$ cat src/rtl/gci_std_display_clear_arbiter_pkg.sv
// ============================================================================
// Module      : gci_std_display_clear_arbiter_pkg
// Description : Shared state encoding and default constants for the display
//               clear arbiter.
// Revision    : 1.0 - initial release
// ============================================================================
`default_nettype none

package gci_std_display_clear_arbiter_pkg;

    typedef enum logic [0:0] {
        ST_IDLE  = 1'b0,
        ST_CLEAR = 1'b1
    } state_e;

    localparam logic [31:0] C_CLEAR_ADDR  = 32'h0000_C000;
    localparam logic [31:0] C_BITMAP_BASE = 32'h0000_C400;
    localparam int          C_PIXEL_COUNT = 307200;
    localparam int          C_CNT_W       = 19;

endpackage

`default_nettype wire

$ cat src/rtl/gci_std_display_clear_arbiter.sv
// ============================================================================
// Module      : gci_std_display_clear_arbiter
// Description : Forwards bus writes to the display controller and expands a
//               write to the clear address into a full-bitmap colour fill.
//               Optional oCLEAR_DONE port: define GCI_STD_DISPLAY_CLEAR_DONE_EN.
// Revision    : 1.0 - initial release
// ============================================================================
`default_nettype none

module gci_std_display_clear_arbiter
    import gci_std_display_clear_arbiter_pkg::*;
#(
    parameter logic [31:0] P_CLEAR_ADDR  = C_CLEAR_ADDR,
    parameter logic [31:0] P_BITMAP_BASE = C_BITMAP_BASE,
    parameter int          P_PIXEL_COUNT = C_PIXEL_COUNT
) (
    input  logic        iCLOCK,
    input  logic        inRESET,
    input  logic        iBUS_REQ,
    output logic        oBUS_BUSY,
    input  logic [31:0] iBUS_ADDR,
    input  logic [31:0] iBUS_DATA,
    output logic        oIF_WR_REQ,
    input  logic        iIF_WR_BUSY,
    output logic [31:0] oIF_WR_ADDR,
    output logic [31:0] oIF_WR_DATA,
    output logic        oCLEAR_ACTIVE
`ifdef GCI_STD_DISPLAY_CLEAR_DONE_EN
    ,
    output logic        oCLEAR_DONE
`endif
);

    localparam logic [C_CNT_W-1:0] C_LAST      = C_CNT_W'(P_PIXEL_COUNT - 1);
    localparam logic [31:0]        C_BASE_WORD = P_BITMAP_BASE >> 2;

    state_e               state_q, state_d;
    logic [C_CNT_W-1:0]   cnt_q, cnt_d;
    logic [15:0]          color_q, color_d;
    logic                 wr_req_q, wr_req_d;
    logic [31:0]          wr_addr_q, wr_addr_d;
    logic [31:0]          wr_data_q, wr_data_d;
    logic                 done_q, done_d;

    logic                 w_busy;
    logic                 w_accept;
    logic                 w_complete;

    assign w_complete = wr_req_q & ~iIF_WR_BUSY;
    assign w_busy     = (state_q != ST_IDLE) | (wr_req_q & iIF_WR_BUSY);
    assign w_accept   = iBUS_REQ & ~w_busy;

    always_comb begin
        state_d   = state_q;
        cnt_d     = cnt_q;
        color_d   = color_q;
        wr_req_d  = wr_req_q;
        wr_addr_d = wr_addr_q;
        wr_data_d = wr_data_q;
        done_d    = 1'b0;

        case (state_q)
            ST_IDLE: begin
                if (w_accept) begin
                    wr_req_d = 1'b1;
                    if (iBUS_ADDR == P_CLEAR_ADDR) begin
                        state_d   = ST_CLEAR;
                        cnt_d     = '0;
                        color_d   = iBUS_DATA[15:0];
                        wr_addr_d = C_BASE_WORD;
                        wr_data_d = {16'h0000, iBUS_DATA[15:0]};
                    end else begin
                        wr_addr_d = {2'b00, iBUS_ADDR[31:2]};
                        wr_data_d = iBUS_DATA;
                    end
                end else if (w_complete) begin
                    wr_req_d = 1'b0;
                end
            end
            ST_CLEAR: begin
                if (w_complete) begin
                    if (cnt_q == C_LAST) begin
                        // Counter parks on the last pixel rather than wrapping.
                        state_d  = ST_IDLE;
                        wr_req_d = 1'b0;
                        done_d   = 1'b1;
                    end else begin
                        cnt_d     = cnt_q + 1'b1;
                        wr_addr_d = C_BASE_WORD + {{(32-C_CNT_W){1'b0}}, cnt_q + 1'b1};
                        wr_data_d = {16'h0000, color_q};
                    end
                end
            end
            default: begin
                state_d  = ST_IDLE;
                wr_req_d = 1'b0;
            end
        endcase
    end

    always_ff @(posedge iCLOCK or negedge inRESET) begin
        if (!inRESET) begin
            state_q   <= ST_IDLE;
            cnt_q     <= '0;
            color_q   <= '0;
            wr_req_q  <= 1'b0;
            wr_addr_q <= '0;
            wr_data_q <= '0;
            done_q    <= 1'b0;
        end else begin
            state_q   <= state_d;
            cnt_q     <= cnt_d;
            color_q   <= color_d;
            wr_req_q  <= wr_req_d;
            wr_addr_q <= wr_addr_d;
            wr_data_q <= wr_data_d;
            done_q    <= done_d;
        end
    end

    assign oBUS_BUSY     = w_busy;
    assign oIF_WR_REQ    = wr_req_q;
    assign oIF_WR_ADDR   = wr_addr_q;
    assign oIF_WR_DATA   = wr_data_q;
    assign oCLEAR_ACTIVE = (state_q == ST_CLEAR);

`ifdef GCI_STD_DISPLAY_CLEAR_DONE_EN
    assign oCLEAR_DONE = done_q;
`else
    logic w_done_unused;
    assign w_done_unused = done_q;
`endif

endmodule

`default_nettype wire

$ cat config.mk
export PLATFORM = sky130hd
export DESIGN_NAME = gci_std_display_clear_arbiter
export DESIGN_NICKNAME = d
export VERILOG_FILES = /design/src/rtl/gci_std_display_clear_arbiter_pkg.sv /design/src/rtl/gci_std_display_clear_arbiter.sv
export SDC_FILE = /design/constraint.sdc
export NUM_CORES = 1
export LEC_CHECK = 0
export ABC_AREA = 1
export BUFFER_PORTS_ARGS = -buffer_cell sky130_fd_sc_hd__buf_4
export CAP_MARGIN = 30
export CORE_MARGIN = 2
export CORE_UTILIZATION = 55
export CTS_CLUSTER_DIAMETER = 200
export DETAILED_ROUTE_END_ITERATION = 8
export PLACE_DENSITY = 0.92
export SLEW_MARGIN = 30
export SYNTH_ARGS = -nofsm -noshare
export SYNTH_HDL_FRONTEND = slang
export SYNTH_SLANG_ARGS = --single-unit
export TNS_END_PERCENT = 5
$ cat constraint.sdc
create_clock -name iCLOCK -period 4.9 [get_ports iCLOCK]
set_clock_uncertainty 0.05 [all_clocks]
set_input_delay 0 -clock iCLOCK [delete_from_list [all_inputs] [get_ports iCLOCK]]
set_output_delay 0 -clock iCLOCK [all_outputs]
set_load 0.02 [all_outputs]
==> impl_metrics.yaml <==
worst_setup_path:
  slowest_delay_ps: 900
  crit-reg2reg-launch: "cnt_q[0]$_DFFE_PN0P_"
  r2r-end: "oIF_WR_DATA[18]$_DFFE_PN0P_"
  startpoint_type: "flip-flop"
  worst-endpoint-arrival_ps: 3840
  critPathMaxFanout: 71
  critPathCaptureType: "flip-flop"
  reg2reg_slack_ps: 1300
  path_cells: "ha_1 > nand3_2 > inv_2 > nand4_1 > nand3_2 > nand2_4 > inv_2 > nand2_1 > o21ai_1"
  path_class: "reg2reg"
  required_ps: 5130
  cpMaxStageDelayCell: "inv_2"
  reg2reg_depth: 9
grt:
  grtUsageTotal_pct: 35.6
  grt-ovfl-total: 0
  grt_antenna_before_repair: 1
  grt_pass1_wl_um: 27900
  first_global_vias: 5607
  grt_max_degree: 72
clock_tree:
  cts_setup_buffers: 0
  htree_levels: 3
  cts_hold_buf: 64
  tritoncts: "built"
  ctsRootBufferMaster: "clkbuf_8"
  clock-sinks: 99
  clk_path_buf_depth: 2
  clock_latency_ps: 370
  clkTransAtPathRegs_ps: 100
  numCtsBuffers: 9
  cts-resized-gates: 0
place:
  io_buffers: 132
  gp_congestion: 0.913
  dp.final_hpwl_um: 9780
  dpl_worst_slack_ps: 1460
yosys:
  synthTopCellsByArea: "dfrtp_1 49%, nand2_1 14%, nand3_1 5.6%"
  synth-simple-area-share_pct: 31.6
  synth_edf_count: 0
  ys.flop_type: "dfrtp_1"
  synth_top_family_by_area: "simple AND/OR/NAND/NOR gates"
  avgSynthCellArea_um2: 7.86
  synth_cell_type_count: 33
  syn_area_mm2: 0.00502
  synth_mux_area_share_pct: 0.199
  synth_top_area_share_pct: 49.3
  syn_inst: 639
  synth-xor-area-share_pct: 0.324
  synth-adder-area-share_pct: 0.498
  yosysWarnings: 0
  yosysSeqAreaShare_pct: 49.3
  yosysTopAreaCell: "dfrtp_1"
  synth_compound_area_share_pct: 11.6
  synth_seq_cells: 99
  synthArstFlopShare_pct: 100
route:
  wirelength_um: 17600
  vias: 5710
  ant_nets: 0
  drc_errors: 8
  drt_iter0_markers: 765
  avgRoutedWirePerCell_um: 19.0
  viasPerCell: 6.15
  drt_first_pass_iters: 9
pwr:
  leakage_nw: 3.26
  clock_power_share_pct: 26.4
  p_total_mw: 1.90
  p_sw_uw: 620
  peakVddDrop_uv: 240
  power_density_mw_per_mm2: 280
  power_frac_comb_pct: 24.1
  p_sw_share_pct: 32.6
  p_seq_share_pct: 49.5
  p_int_mw: 1.28
floorplanning:
  core.rowCount: 34
  dieWidth_um: 99.6
  core_mm2: 0.00881
  top_level_ports: 135
  initial_core_util_pct: 57.0
  die_y_um: 99.6
  dieArea_mm2: 0.00991
finish:
  final_util_pct: 77.2
  drive_above_1_share_pct: 22.2
  n_fill_cell: 513
  nets: 885
  multi_input_area_mm2: 0.00223
  regArea_mm2: 0.00248
  area_growth_pct: 35.2
sta:
  setup_tns_ps: 0
  layout_setup_ws_ps: 1300
  fin_crit_sh_pct: 73.5
  rsz0062_at_grt: "false"
  worst_pin_slew_ps: 955
  setup_viol: 0
  min_period_ps: 3600
  finalMaxSlewViolations: 0
  hold_violations: 0
  fmaxAchievable_mhz: 277
  maxSlewHeadroom_pct: 36.3
run:
  maxCapViolations: 0
min_path:
  hp-class: "in2async"
status:
  status: "finished, violations left"
  violations: "design-rule violations"
-- worst max path at each step --
stage                       startpoint  slack, ps  cells after the start                          end
6_report          cnt_q[0]$_DFFE_PN0P_       1300                      9  oIF_WR_DATA[18]$_DFFE_PN0P_
3_5_place_dp   oCLEAR_ACTIVE$_DFF_PN0_       1460                      8  oIF_WR_ADDR[18]$_DFFE_PN0P_
5_1_grt           cnt_q[0]$_DFFE_PN0P_       1100                     11  oIF_WR_ADDR[17]$_DFFE_PN0P_
2_1_floorplan     cnt_q[0]$_DFFE_PN0P_       2860                     14  oIF_WR_ADDR[16]$_DFFE_PN0P_
4_1_cts        oCLEAR_ACTIVE$_DFF_PN0_       1360                      8  oIF_WR_ADDR[17]$_DFFE_PN0P_
3_3_place_gp   oCLEAR_ACTIVE$_DFF_PN0_       1640                      8  oIF_WR_ADDR[17]$_DFFE_PN0P_
-- worst max-delay path: cells and delay by family, from the launching register on --
| kind | cells | cell delay (ps) |
|---|---|---|
| buf+inv | 2 | 1050 |
| flops | 1 | 540 |
| compound gates | 1 | 180 |
| simple gates | 5 | 1310 |
| fa+ha+maj | 1 | 320 |
-- power groups by stage --
stage	Combinational, mW	Sequential, mW	Clock, mW
3_5_place_dp	0.399	0.948	0
6_report	0.457	0.941	0.502
5_1_grt	0.484	0.945	0.527
2_1_floorplan	0.111	1.03	0
4_1_cts	0.441	0.934	0.492
3_3_place_gp	0.386	0.947	0
-- cell type report --
type                            instances  share of cell area [%]
Clock buffer                           10                    1.88
Antenna cell                            1                  0.0368
Inverter                               31                    1.71
Multi-Input combinational cell        475                    32.8
Clock inverter                          6                   0.718
Timing Repair Buffer                  199                    24.3
Sequential cell                        99                    36.5
Tap cell                              108                    1.99
-- synthesized netlist by cell type, types with 5 or more instances --
library cell  count
buf_6             6
nor2_2            6
nand2_2           7
o21ai_0          43
buf_2             6
o21ai_1          20
nand4_1          11
clkbuf_1         15
dfrtp_1          99
nand2_1         194
nor2_1           61
buf_4             5
nor2_4            5
nor3_1            5
a21oi_1          19
a31oi_1          24
inv_1            27
nand3_1          56
-- registers in the layout, indices dropped and copies added, names as in the netlist --
register,flops
oIF_WR_REQ,1
oIF_WR_DATA,32
oIF_WR_ADDR,30
cnt_q,19
oCLEAR_ACTIVE,1
color_q,16
-- stage by stage --
step / instances / area (µm²) / hold WS (ps)
after floorplan: 640 / 5030 / -346
after global placement: 848 / 5970 / -73.0
after detailed placement: 848 / 5970 / -56.9
after CTS: 928 / 6790 / 93.0
after global routing: 929 / 6790 / 127
final: 929 / 6790 / 73.3
-- routing by layer --
| metal | part of all wire, % | routed length [µm] | GRT usage, % | up-vias |
|---|---|---|---|---|
| met5 | 0 | 0 | 0 | - |
| met4 | 7.2 | 1260 | 22.2 | 0 |
| met3 | 10 | 1750 | 6.39 | 132 |
| met2 | 48 | 8430 | 59.1 | 453 |
| met1 | 35 | 6170 | 43.1 | 2663 |
| li1 | - | - | - | 2462 |
-- placed cells by master, fill, tap and decap left out, types with 2 or more instances in the layout --
master / synthesis / layout
nand3_2: 2 / 2
inv_1: 27 / 27
o21ai_1: 20 / 20
a31oi_1: 24 / 24
nor4_1: 3 / 3
dlygate4sd3_1: 0 / 64
nand2_1: 194 / 194
nand4_1: 11 / 11
nor2_4: 5 / 5
clkinvlp_4: 0 / 3
inv_2: 4 / 4
a21oi_1: 19 / 19
nor2_2: 6 / 6
nand2_4: 2 / 2
o21ai_0: 43 / 43
dfrtp_1: 99 / 98
nand3b_1: 3 / 3
conb_1: 1 / 2
ha_1: 2 / 2
inv_6: 0 / 2
or2_2: 3 / 3
clkbuf_8: 0 / 9
nand3_1: 56 / 56
o211ai_1: 2 / 2
nor2_1: 61 / 61
nand2_2: 7 / 7
buf_4: 5 / 135
nor3_1: 5 / 5
-- cells by family (layout without fill, tap and decap cells) --
family / Yosys count / in the layout
AND/OR/NAND/NOR: 360 / 360
AO/OA/AOI/OAI: 109 / 109
flip-flops: 99 / 99
buffers and inverters: 66 / 246
adder cells (fa/ha/maj): 2 / 2
other: 1 / 3
XOR/XNOR: 1 / 1
multiplexers: 1 / 1
Power figures use the tool's default switching activity.
